## config.mk

```make
export PLATFORM = sky130hd
export DESIGN_NAME = fetch_sequencer
export DESIGN_NICKNAME = d
export VERILOG_FILES = /design/src/rtl/fetch_sequencer.sv
export SDC_FILE = /design/constraint.sdc
export NUM_CORES = 1
export LEC_CHECK = 0
export BUFFER_PORTS_ARGS = -buffer_cell sky130_fd_sc_hd__clkbuf_2
export CAP_MARGIN = 10
export CORE_MARGIN = 2
export CORE_UTILIZATION = 25
export DETAILED_ROUTE_END_ITERATION = 12
export PLACE_DENSITY_LB_ADDON = 0.1
export SLEW_MARGIN = 40
export SYNTH_ARGS = -nofsm -noshare
export SYNTH_HDL_FRONTEND = slang
export SYNTH_SLANG_ARGS = --single-unit
```

## constraint.sdc

```tcl
create_clock -name clk -period 5.1 [get_ports clk]
set_input_delay 1.02 -clock clk [delete_from_list [all_inputs] [get_ports clk]]
set_output_delay 1.02 -clock clk [all_outputs]
set_load 0.02 [all_outputs]
```

## src/rtl/fetch_sequencer.sv

```systemverilog
// Instruction-fetch control FSM: drives the PC, fetches over req/ack,
// resolves NOP/JMP/BZ/HALT locally and hands other opcodes to execute.
module fetch_sequencer #(
  parameter int ADDR_W = 16,
  parameter int DATA_W = 16
) (
  input  logic              clk,
  input  logic              reset,
  input  logic              start,
  input  logic [ADDR_W-1:0] pc_q,
  output logic              pc_ld,
  output logic              pc_inc,
  output logic [ADDR_W-1:0] pc_d,
  output logic              mem_req,
  output logic [ADDR_W-1:0] mem_addr,
  input  logic              mem_ack,
  input  logic [DATA_W-1:0] mem_rdata,
  input  logic              zero_flag,
  output logic [DATA_W-1:0] ir,
  output logic              exec_valid,
  input  logic              exec_done,
  output logic              halted
);

  typedef enum logic [2:0] {
    IDLE,
    FETCH,
    DECODE,
    EXEC,
    HALT
  } state_t;

  state_t state, state_nxt;

  logic [3:0]        opc;
  logic [ADDR_W-1:0] jmp_tgt;
  logic [ADDR_W-1:0] br_off;
  logic [ADDR_W-1:0] br_tgt;
  logic              is_nop;
  logic              is_jmp;
  logic              is_bz;
  logic              is_hlt;

  assign opc     = ir[15:12];
  assign jmp_tgt = {{(ADDR_W-12){1'b0}}, ir[11:0]};
  assign br_off  = {{(ADDR_W-8){ir[7]}}, ir[7:0]};
  // pc_q already points past the branch word, and the add wraps mod 2^ADDR_W
  assign br_tgt  = pc_q + br_off;

  assign is_nop = (opc == 4'h0);
  assign is_jmp = (opc == 4'hC);
  assign is_bz  = (opc == 4'hD);
  assign is_hlt = (opc == 4'hF);

  always_ff @(posedge clk or posedge reset) begin
    if (reset) begin
      state <= IDLE;
      ir    <= '0;
    end else begin
      state <= state_nxt;
      if (state == FETCH && mem_ack) begin
        ir <= mem_rdata;
      end
    end
  end

  always_comb begin
    state_nxt  = state;
    pc_ld      = 1'b0;
    pc_inc     = 1'b0;
    pc_d       = '0;
    mem_req    = 1'b0;
    mem_addr   = '0;
    exec_valid = 1'b0;
    halted     = 1'b0;
    unique case (state)
      IDLE: begin
        if (start) state_nxt = FETCH;
      end
      FETCH: begin
        mem_req  = 1'b1;
        mem_addr = pc_q;
        if (mem_ack) begin
          pc_inc    = 1'b1;
          state_nxt = DECODE;
        end
      end
      DECODE: begin
        unique case (1'b1)
          is_nop: state_nxt = FETCH;
          is_jmp: begin
            pc_ld     = 1'b1;
            pc_d      = jmp_tgt;
            state_nxt = FETCH;
          end
          is_bz: begin
            if (zero_flag) begin
              pc_ld = 1'b1;
              pc_d  = br_tgt;
            end
            state_nxt = FETCH;
          end
          is_hlt:  state_nxt = HALT;
          default: state_nxt = EXEC;
        endcase
      end
      EXEC: begin
        exec_valid = 1'b1;
        if (exec_done) state_nxt = FETCH;
      end
      HALT: begin
        halted = 1'b1;
      end
      default: state_nxt = IDLE;
    endcase
  end

endmodule

```

Yosys cells after proc, flatten, opt, wreduce, memory -nomap -nowiden:

Index checks and enable logic that the tools add are counted.

* register bits: 19
* bits of input ports: 38
* output and inout bits: 53
* logic and storage cells: 36

* add/sub/neg operators: 1
* equal/unequal tests: 10
* muxes and demuxes: 17
* bitwise gates (word level): 1
* reduce and logical (&&, ||, !) cells: 5

Operator list (count)
* 16-bit two-way mux: 3
* 16-bit case mux with 2 select lines: 1
* 16-bit adder: 1
* 3-bit case mux with 5 select lines: 1
* 4-bit == test (second input constant): 3
* 3-bit two-way mux: 3
* 1-bit two-way mux: 7
* 3-bit by 2-bit == test with 1-bit output (second input constant): 2
* 2-bit != test (second input constant): 3
* 3-bit case mux with 2 select lines: 1
* 4-bit zero test: 1
* 4-bit AND reduction: 1
* 3-bit by 1-bit == test with 1-bit output (second input constant): 1
* 3-bit == test (second input constant): 1
* 3-bit zero test: 1
* 3-bit OR reduction: 1
* 1-bit case mux with 2 select lines: 1
* 1-bit logical AND: 1
* 1-bit NOT: 1

Depth between registers and ports, before layout:

Gate-level depths: netlist (run 1).

* depth in word-level cells: 4
* depth in mapped cells: 9
* mapped depth without buffers: 9

Worst setup path after synthesis (run 1):

No wires, ideal clock.

* path kind: in2out
* from: in pc_q[0]
* to: out pc_d[12]
* data arrival time: 2.880 ns
* data required time: 4.080 ns
* slack: 1.200 ns
* stages: 9
* path buffers: 0
* path through: ha_1 > inv_1 > fa_1 > nor2b_1 > o2111ai_1 > a21oi_1 > o211ai_1 > nor3b_1 > nor3_1

* cells in the longest elaborated chain, start to end: 4

RTL lines
* start: declaration: RTL line 10 `input logic [ADDR_W-1:0] pc_q,`
* 16-bit adder: RTL line 48 `assign br_tgt = pc_q + br_off;`
* 16-bit two-way mux: RTL line 97 `if (zero_flag) begin`
* 16-bit case mux with 2 select lines: RTL line 89 `unique case (1'b1)`
* 16-bit two-way mux: RTL line 76 `unique case (state)`
* end: declaration: RTL line 13 `output logic [ADDR_W-1:0] pc_d,`

Every way passes these cells.

Final worst setup path (run 1):

Ends and elaborated chain as after synthesis.

==> results of run 1 <==
[where the power goes]
| group | internal, mW | leakage [nW] | switching, mW |
|---|---|---|---|
| logic | 0.381 | 0.950 | 0.539 |
| clock network | 0.0544 | 0.0255 | 0.0532 |
| registers | 0.223 | 0.226 | 0.102 |
[per-stage QoR]
step	setup WS [ns]	cells	utilization
floorplan	1.200	207	-
detailed placement	0.9462	389	0.3406
global route	0.7068	393	0.3475
global placement	0.9759	389	0.3403
finish	0.9326	393	0.3475
CTS	0.9386	393	0.3474
[critical path, delay by kind of cell]
kind | cells | cell delay (ns)
AO/OA/AOI/OAI | 3 | 0.70
adder cells (fa/ha/maj) | 2 | 0.57
buffers and inverters | 3 | 0.34
AND/OR/NAND/NOR | 3 | 0.51
[final cells by class]
cell class	count	area (um^2)
clock inverter	1	5.005
fill	762	4482
timing repair buffer	91	457.9
sequential	19	475.5
clock buffer	3	41.29
inverter	9	33.78
multi-input combinational	174	1254
tap	96	120.1
[metal layers]
| layer | track usage | wire length, um | up-vias |
|---|---|---|---|
| met5 | 0 | 0 | - |
| met4 | 0.008264 | 0 | 0 |
| met3 | 0.02519 | 252 | 0 |
| met2 | 0.2228 | 2404 | 57 |
| met1 | 0.1852 | 2527 | 794 |
| li1 | - | - | 922 |
[synth_stat cells (3+ instances only)]
cell type | count | area (um^2)
and2_1 | 20 | 125.1
dfrtp_1 | 19 | 475.5
nand2_1 | 19 | 71.32
ha_1 | 15 | 187.7
nor2_1 | 15 | 56.30
o21ai_0 | 14 | 70.07
a21oi_1 | 13 | 65.06
inv_1 | 9 | 33.78
mux2_2 | 9 | 101.4
mux2_1 | 6 | 67.56
a21o_1 | 5 | 37.54
nor2b_1 | 5 | 31.28
nand3_1 | 4 | 20.02
o211ai_1 | 4 | 30.03
xor2_1 | 4 | 35.03
clkbuf_1 | 3 | 11.26
nor3_1 | 3 | 15.01
xnor2_1 | 3 | 26.28
[kinds of logic after synthesis]
| kind of cell | Yosys count | synth area share |
|---|---|---|
| compound gates | 55 | 0.2095 |
| xor+xnor | 7 | 0.03434 |
| fa+ha+maj | 16 | 0.1163 |
| buf+inv | 14 | 0.03363 |
| flops | 19 | 0.2663 |
| mux | 16 | 0.1002 |
| simple gates | 80 | 0.2397 |
[sequential cells by signal, indices dropped and copies added, names as in the netlist]
signal	flops
ir	16
state	3
[final timing paths]
check	end	cells after the start
setup / recovery	pc_d[12]	11
hold / removal	state[1]	1
setup reg to reg	ir[7]	4
hold reg to reg	state[1]	1
max in group asynchronous	ir[11]	2
min in group asynchronous	ir[0]	2
==> results by group, run 1 <==
STA
  • Fmax: 0.2400 GHz
  • WHS: 0.5142 ns
  • Tmin final: 4.167 ns
  • Final Slew Violations: 0
  • Fin crit share: 0.8171
  • Fin. Hold Viols: 0
  • Slew HR: 0.5951
  • RSZ-0062 raised after global routing: no
  • Clock skew: approximately 0.0053 ns
  • # setup viols final: 0
  • Slew @ Worst Pin: 0.6067 ns
  • Setup TNS: 0 ns

Placement
  • Count of input and output buffers: 90
  • Hpwl dp: around 4200 um
  • Placed instance area: 2340 um^2
  • GPL Wtd Cong: 0.7652

Layout
  • Most frequent cells in the layout: 90 x clkbuf_2, 19 x and2_1, 19 x nand2_1, 19 x dfrtp_1, 15 x ha_1
  • Cell area after layout: around 2400 um^2
  • Syn-to-layout area delta: 33.71%
  • Nets: 352
  • Ant diodes: 0
  • Most common cell after layout, fill and taps aside: clkbuf_2
  • Layout cells sized above 1: 0.3838

Detailed routing
  • Vias after detailed routing: around 1.8k
  • Detailed Routing Iterations Pass 1: 4
  • Vias per std cell: 4.511
  • Drt wl/cell: between 10 and 15 um
  • # DRC: 0
  • Initial DRC Count: 53
  • DRT antenna net count: 0
  • Drt total wl: between 5000 and 6000 um

Synth
  • Synth Register Bits: 19
  • Number of synthesized flops with an enable pin: 0
  • Sequential cell area fraction in the yosys report: 0.2663
  • Top_reg_cell synth: dfrtp_1
  • Mapped Cells: 207
  • Synth unique cells: 49
  • Syn nets: around 260
  • Asr flop ratio synth: 1.000
  • Syn_area_per_cell: 8.625 um^2
  • Cell Area, Synth: 1785 um^2
  • Number of synthesis warnings: 0

CTS
  • CTS buffer count: 3
  • Post-CTS Setup Inserts: 0
  • Clock Path Buffers: 2
  • Root Driver: clkbuf_8
  • CTS tree: built
  • Worst skew pair latency: 0.26 ns
  • CTS clk-pin slew, worst paths: around 0.080 ns
  • H-tree depth: 1
  • CTS Hold Bufs: 0
  • Post-cts sizing count: 0
  • Clk sinks: 19

Run status
  • Status: completed

Critical path
  • Worst Setup End Kind: output pin
  • Kind of critical path: in -> out
  • Worst path max stage delay: 0.41 ns
  • Slowest stage cell, crit path: fa_1
  • Most common cell on crit path: clkbuf_2
  • Cell breakdown of the critical path: clkbuf_2, ha_1, inv_1, fa_1, nor2b_1, o2111ai_1, a21oi_1, o211ai_1, nor3b_1, nor3_1, clkbuf_2
  • Critical path arrival: about 3.2 ns
  • Worst-path maximum fanout: 4
  • Worst reg2reg path startpoint: state[0]
  • CP startpoint: pc_q[0]
  • CP required: ~4.1 ns
  • R2R setup slack: 3.21 ns
  • Worst setup SP type: primary input

Die
  • Starting Density: 0.2599
  • Die Span Y: 88.51 um
  • Core area: approximately 6900 um^2
  • Number of I/O pins: 91
  • Die W: 88.51 um
  • Full die area: between 7000 and 8000 um^2
  • Num rows: 30

Hold path
  • Hold path startpoint: state[2]
  • Hold crit path type: reg -> reg

Global route
  • GRT overflow: 0
  • First-pass GRT wire length: 8121 um
  • Total track usage: 0.1323
  • Number of global-route vias before repair: 1624
  • Largest net degree at the start of global routing: 20
  • Initial antenna violation count: 0

Power and ir drop
  • Leakage: 1.202 nW
  • Peak VDD IR: 165.5 uV
  • Final Total Pwr: 1.353 mW
  • PD cells: 566.9 nW/um^2

Run
  • Max-cap violation count: 0
Note: power is estimated with default switching activity, not from simulation.
==> inputs of run 2 (changes only) <==
clock period = 4.2 ns   (was 5.1 ns; I/O delays follow)
==> results by group, run 2 (same netlist as run 1, synthesis figures left out) <==
Detailed routing
  • Drt total wl: 5181 um
  • Initial DRC Count: 57
  • # DRC: 0
  • Vias per std cell: 4.556
  • Drt wl/cell: 13.15 um
  • Detailed Routing Iterations Pass 1: 4
  • DRT antenna net count: 0
  • Vias after detailed routing: between 1.5k and 2k

Layout
  • Ant diodes: 0
  • Layout cells sized above 1: 0.3758
  • Reg with most FFs: ir
  • Multi-input logic area: roughly 1300 um^2
  • Layout fillers: 782
  • Sequential Area: 475.5 um^2
  • Top flop regs: ir (16), state (3)
  • Syn-to-layout area delta: 34.27%
  • Max reg flops: 16
  • Most frequent cells in the layout: 90 x clkbuf_2, 20 x and2_1, 19 x nand2_1, 19 x dfrtp_1
  • Core Util, Final: 0.3490
  • Most common cell after layout, fill and taps aside: clkbuf_2
  • Non-Filler Instances: 394
  • Nets: 353

CTS
  • Clock Path Buffers: 2
  • CTS tree: built
  • Root Driver: clkbuf_8
  • Worst skew pair latency: 0.26 ns
  • Post-cts sizing count: 0
  • Post-CTS Setup Inserts: 0
  • CTS clk-pin slew, worst paths: 0.08 ns
  • CTS buffer count: 3
  • CTS Hold Bufs: 0
  • H-tree depth: 1
  • Clk sinks: 19

Critical path
  • Worst Setup End Kind: output pin
  • Worst-path maximum fanout: 4
  • Cell breakdown of the critical path: clkbuf_2, ha_1, inv_1, fa_1, nor2b_1, o2111ai_1, a21oi_1, o211ai_1, nor3b_1, nor3_1, clkbuf_2
  • Worst setup SP type: primary input
  • Top delay family on crit path: compound AO/OA/AOI/OAI gates
  • Most common cell on crit path: clkbuf_2
  • Critical path arrival: 2.94 ns
  • Slowest stage cell, crit path: fa_1
  • CP required: 3.36 ns
  • Kind of critical path: in -> out
  • FF-to-FF path depth: 4
  • WP buf/inv: 3
  • WP depth: 11
  • Worst path max stage delay: ~0.42 ns

Run status
  • Status: completed

Die
  • Die W: 88.51 um
  • Starting Density: 0.2599
  • Number of I/O pins: 91
  • Core area: between 6000 and 7000 um^2
  • Full die area: just under 8000 um^2
  • Num rows: 30
  • Die Span Y: 88.51 um

STA
  • Tmin final: 3.779 ns
  • WHS: around 0.54 ns
  • Slew @ Worst Pin: 0.7233 ns
  • Fin. Hold Viols: 0
  • # setup viols final: 0
  • Final Slew Violations: 0
  • RSZ-0062 raised after global routing: no
  • Setup TNS: 0 ns
  • Clock skew: 0.004000 ns
  • Fmax: 0.2647 GHz
  • Slew HR: 0.5148
  • Fin crit share: 0.8996

Placement
  • Count of input and output buffers: 90
  • Hpwl dp: 4226 um
  • GPL Wtd Cong: 0.7671
  • Placed cells: 390

Global route
  • Largest net degree at the start of global routing: 20
  • GRT overflow: 0
  • First-pass GRT wire length: 7866 um
  • Initial antenna violation count: 0
  • Total track usage: 0.1294
  • Number of global-route vias before repair: 1617

Hold path
  • Hold crit path type: reg -> reg
  • Hold depth: 1

Power and ir drop
  • PD cells: 687.8 nW/um^2
  • Final Total Pwr: 1.649 mW
  • Leakage: 1.206 nW
  • Peak VDD IR: 204.6 uV

Run
  • Max-cap violation count: 0
-- run 2: layout make-up --
| cell class | count | area share |
|---|---|---|
| inverter | 9 | 0.01409 |
| tap | 96 | 0.05010 |
| clock inverter | 1 | 0.002088 |
| sequential | 19 | 0.1983 |
| multi-input combinational | 174 | 0.5240 |
| clock buffer | 3 | 0.01722 |
| timing repair buffer | 92 | 0.1942 |
-- run 2: worst reg2reg max path, cell delays in order, from the launching register on --
cell and delay [ns]:
dfrtp_1 0.47, nor3b_4 0.61, and2_1 0.25, buf_4 0.26, mux2_2 0.37
-- run 2: layer usage --
metal,vias up,GRT usage,share of wire
met5,-,0,0
met4,0,0.01653,0.0048
met3,2,0.02705,0.051
met2,55,0.2180,0.45
met1,809,0.1761,0.49
li1,929,-,-
-- run 2: report_power, final --
group / leakage (nW) / internal, mW / switching, mW
clock: 0.0255 / 0.0661 / 0.0648
sequential: 0.226 / 0.271 / 0.126
combinational: 0.955 / 0.464 / 0.656
total: 1.21 / 0.802 / 0.847
-- run 2: stage by stage --
step,setup WS [ns],instance area (um^2)
CTS,0.4050,2397
detailed placement,0.4108,2351
finish,0.4215,2397
floorplan,0.6603,1785
global route,0.2455,2397
global placement,0.4362,2345
-- run 2: worst paths after layout --
path,from,endpoint,slack [ns]
max,pc_q[0],pc_d[12],0.42
min,state[2],state[1],0.54
max reg2reg,state[0],ir[7],2.12
min reg2reg,state[2],state[1],0.54
max in group asynchronous,reset,state[2],3.27
min in group asynchronous,reset,ir[0],0.58
==> inputs of run 3 (changes only) <==
clock period = 3.95 ns   (was 4.2 ns; I/O delays follow)
==> results by group, run 3 (same netlist as run 1, synthesis figures left out) <==
Run status
  • Status: completed

Global route
  • Number of global-route vias before repair: 1619
  • Met3 Usage GRT: 0.02612
  • First-pass GRT wire length: approximately 8000 um
  • GRT overflow: 0
  • Total track usage: 0.1319
  • M1 GR Usage: 0.1823
  • Largest net degree at the start of global routing: 20
  • Initial antenna violation count: 0
  • Gr busiest metal: met2
  • M2 GR Usage: 0.2201

STA
  • Clock skew: 0.006561 ns
  • Setup TNS: 0 ns
  • Tmin final: about 3.7 ns
  • Fin. Hold Viols: 0
  • Final Slew Violations: 0
  • RSZ-0062 raised after global routing: no
  • Fmax: around 0.27 GHz
  • # setup viols final: 0
  • Slew HR: 0.5277
  • Fin crit share: 0.9261
  • Slew @ Worst Pin: 0.7041 ns

Die
  • Core area: between 6000 and 7000 um^2
  • Die W: 88.51 um
  • Full die area: between 7000 and 8000 um^2
  • Num rows: 30
  • Number of I/O pins: 91
  • Die Span Y: a little under 90 um
  • Starting Density: 0.2599

Power and ir drop
  • Clock share of power: 0.079
  • Leakage: 1.206 nW
  • PD cells: about 730 nW/um^2
  • Net Sw Power: 0.8998 mW
  • Sw Share: 0.5135
  • Internal power: 0.8526 mW
  • Peak VDD IR: 220.7 uV
  • Power share of the combinational group: 0.680
  • Seq pwr share: 0.241

CTS
  • CTS buffer count: 3
  • CTS Hold Bufs: 0
  • Clock Path Buffers: 2
  • Worst skew pair latency: 0.26 ns
  • CTS clk-pin slew, worst paths: ~0.08 ns
  • Clk sinks: 19
  • H-tree depth: 1
  • Post-cts sizing count: 0
  • Post-CTS Setup Inserts: 0
  • CTS tree: built
  • Root Driver: clkbuf_8

Critical path
  • Kind of critical path: in -> out
  • Slowest stage cell, crit path: fa_1
  • CP required: 3.16 ns
  • Critical path arrival: around 2.9 ns
  • Most common cell on crit path: clkbuf_2
  • Worst Setup End Kind: output pin
  • Worst setup SP type: primary input
  • Worst path max stage delay: around 0.42 ns
  • Cell breakdown of the critical path: clkbuf_2, ha_1, inv_1, fa_1, nor2b_1, o2111ai_1, a21oi_1, o211ai_1, nand3_1, nor3b_1, clkbuf_2
  • Worst-path maximum fanout: 4

Layout
  • Max reg flops: 16
  • Reg with most FFs: ir
  • Nets: 353
  • Syn-to-layout area delta: 34.27%
  • Most frequent cells in the layout: 90 x clkbuf_2, 20 x and2_1, 19 x nand2_1, 19 x dfrtp_1
  • Most common cell after layout, fill and taps aside: clkbuf_2
  • Non-Filler Instances: 394
  • Layout cells sized above 1: 0.3758
  • Ant diodes: 0
  • Top flop regs: ir (16), state (3)

Detailed routing
  • DRT antenna net count: 0
  • Detailed Routing Iterations Pass 1: 4
  • Initial DRC Count: 31
  • # DRC: 0
  • Vias after detailed routing: 1798
  • Drt total wl: around 5200 um
  • Vias per std cell: 4.563
  • Drt wl/cell: 13.12 um

Run
  • Max-cap violation count: 0

Placement
  • GPL Wtd Cong: around 0.77
  • Placed cells: 390
  • Count of input and output buffers: 90
  • Hpwl dp: 4222 um

Hold path
  • Hold crit path type: in -> async
==> run 3: cell counts in the layout (fill, tap and decap cells not counted) <==
No cell type changed its count.
==> run 3: layout make-up <==
cell class	instances	area, um^2
clock buffers	3	41.29
well taps	96	120.1
clock inverters	1	5.005
repair buffers	92	465.4
inverters	9	33.78
fillers	774	4472
flip-flops and latches	19	475.5
multi-input cells	174	1256
==> run 3: through the flow <==
stage / util / total power [mW] / instance area (um^2) / hold WS, ns / worst slack (ns)
final: 0.3490 / 1.752 / 2397 / 0.5238 / 0.2920
after global routing: 0.3490 / 1.922 / 2397 / 0.5647 / 0.1069
after CTS: 0.3490 / 1.780 / 2397 / 0.5379 / 0.2844
after detailed placement: 0.3423 / 1.641 / 2351 / 0.5283 / 0.2926
after global placement: 0.3413 / 1.624 / 2345 / 0.5050 / 0.2864
after floorplan: - / 1.273 / 1785 / 0.4662 / 0.5103
==> run 3: critical path: cells and delay by family <==
kind	cells	cell delay [ns]
AO/OA/AOI/OAI	3	0.72
adder cells (fa/ha/maj)	2	0.58
buffers and inverters	3	0.34
AND/OR/NAND/NOR	3	0.45
==> run 3: metal layers <==
metal,vias to the layer above,part of all wire
met5,-,0
met3,2,0.051
met4,0,0.0048
met1,805,0.49
met2,58,0.45
li1,933,-
==> run 3: power groups by stage <==
| stage | clock (mW) | combinational [mW] | sequential (mW) |
|---|---|---|---|
| floorplan | 0 | 0.781 | 0.492 |
| global placement | 0 | 1.19 | 0.431 |
| detailed placement | 0 | 1.21 | 0.433 |
| CTS | 0.145 | 1.21 | 0.427 |
| global route | 0.152 | 1.33 | 0.441 |
| finish | 0.139 | 1.19 | 0.422 |
==> run 3: worst paths after layout <==
path	endpoint	cells after the start	slack, ns	start
worst min-delay path	ir[0]	2	0.52	reset
min in group clk	state[1]	1	0.53	state[2]
worst max register to register	ir[7]	4	1.89	state[0]
max in group asynchronous	ir[11]	2	3.08	reset
worst max-delay path	pc_d[14]	11	0.29	pc_q[0]
worst min register to register	state[1]	1	0.53	state[2]
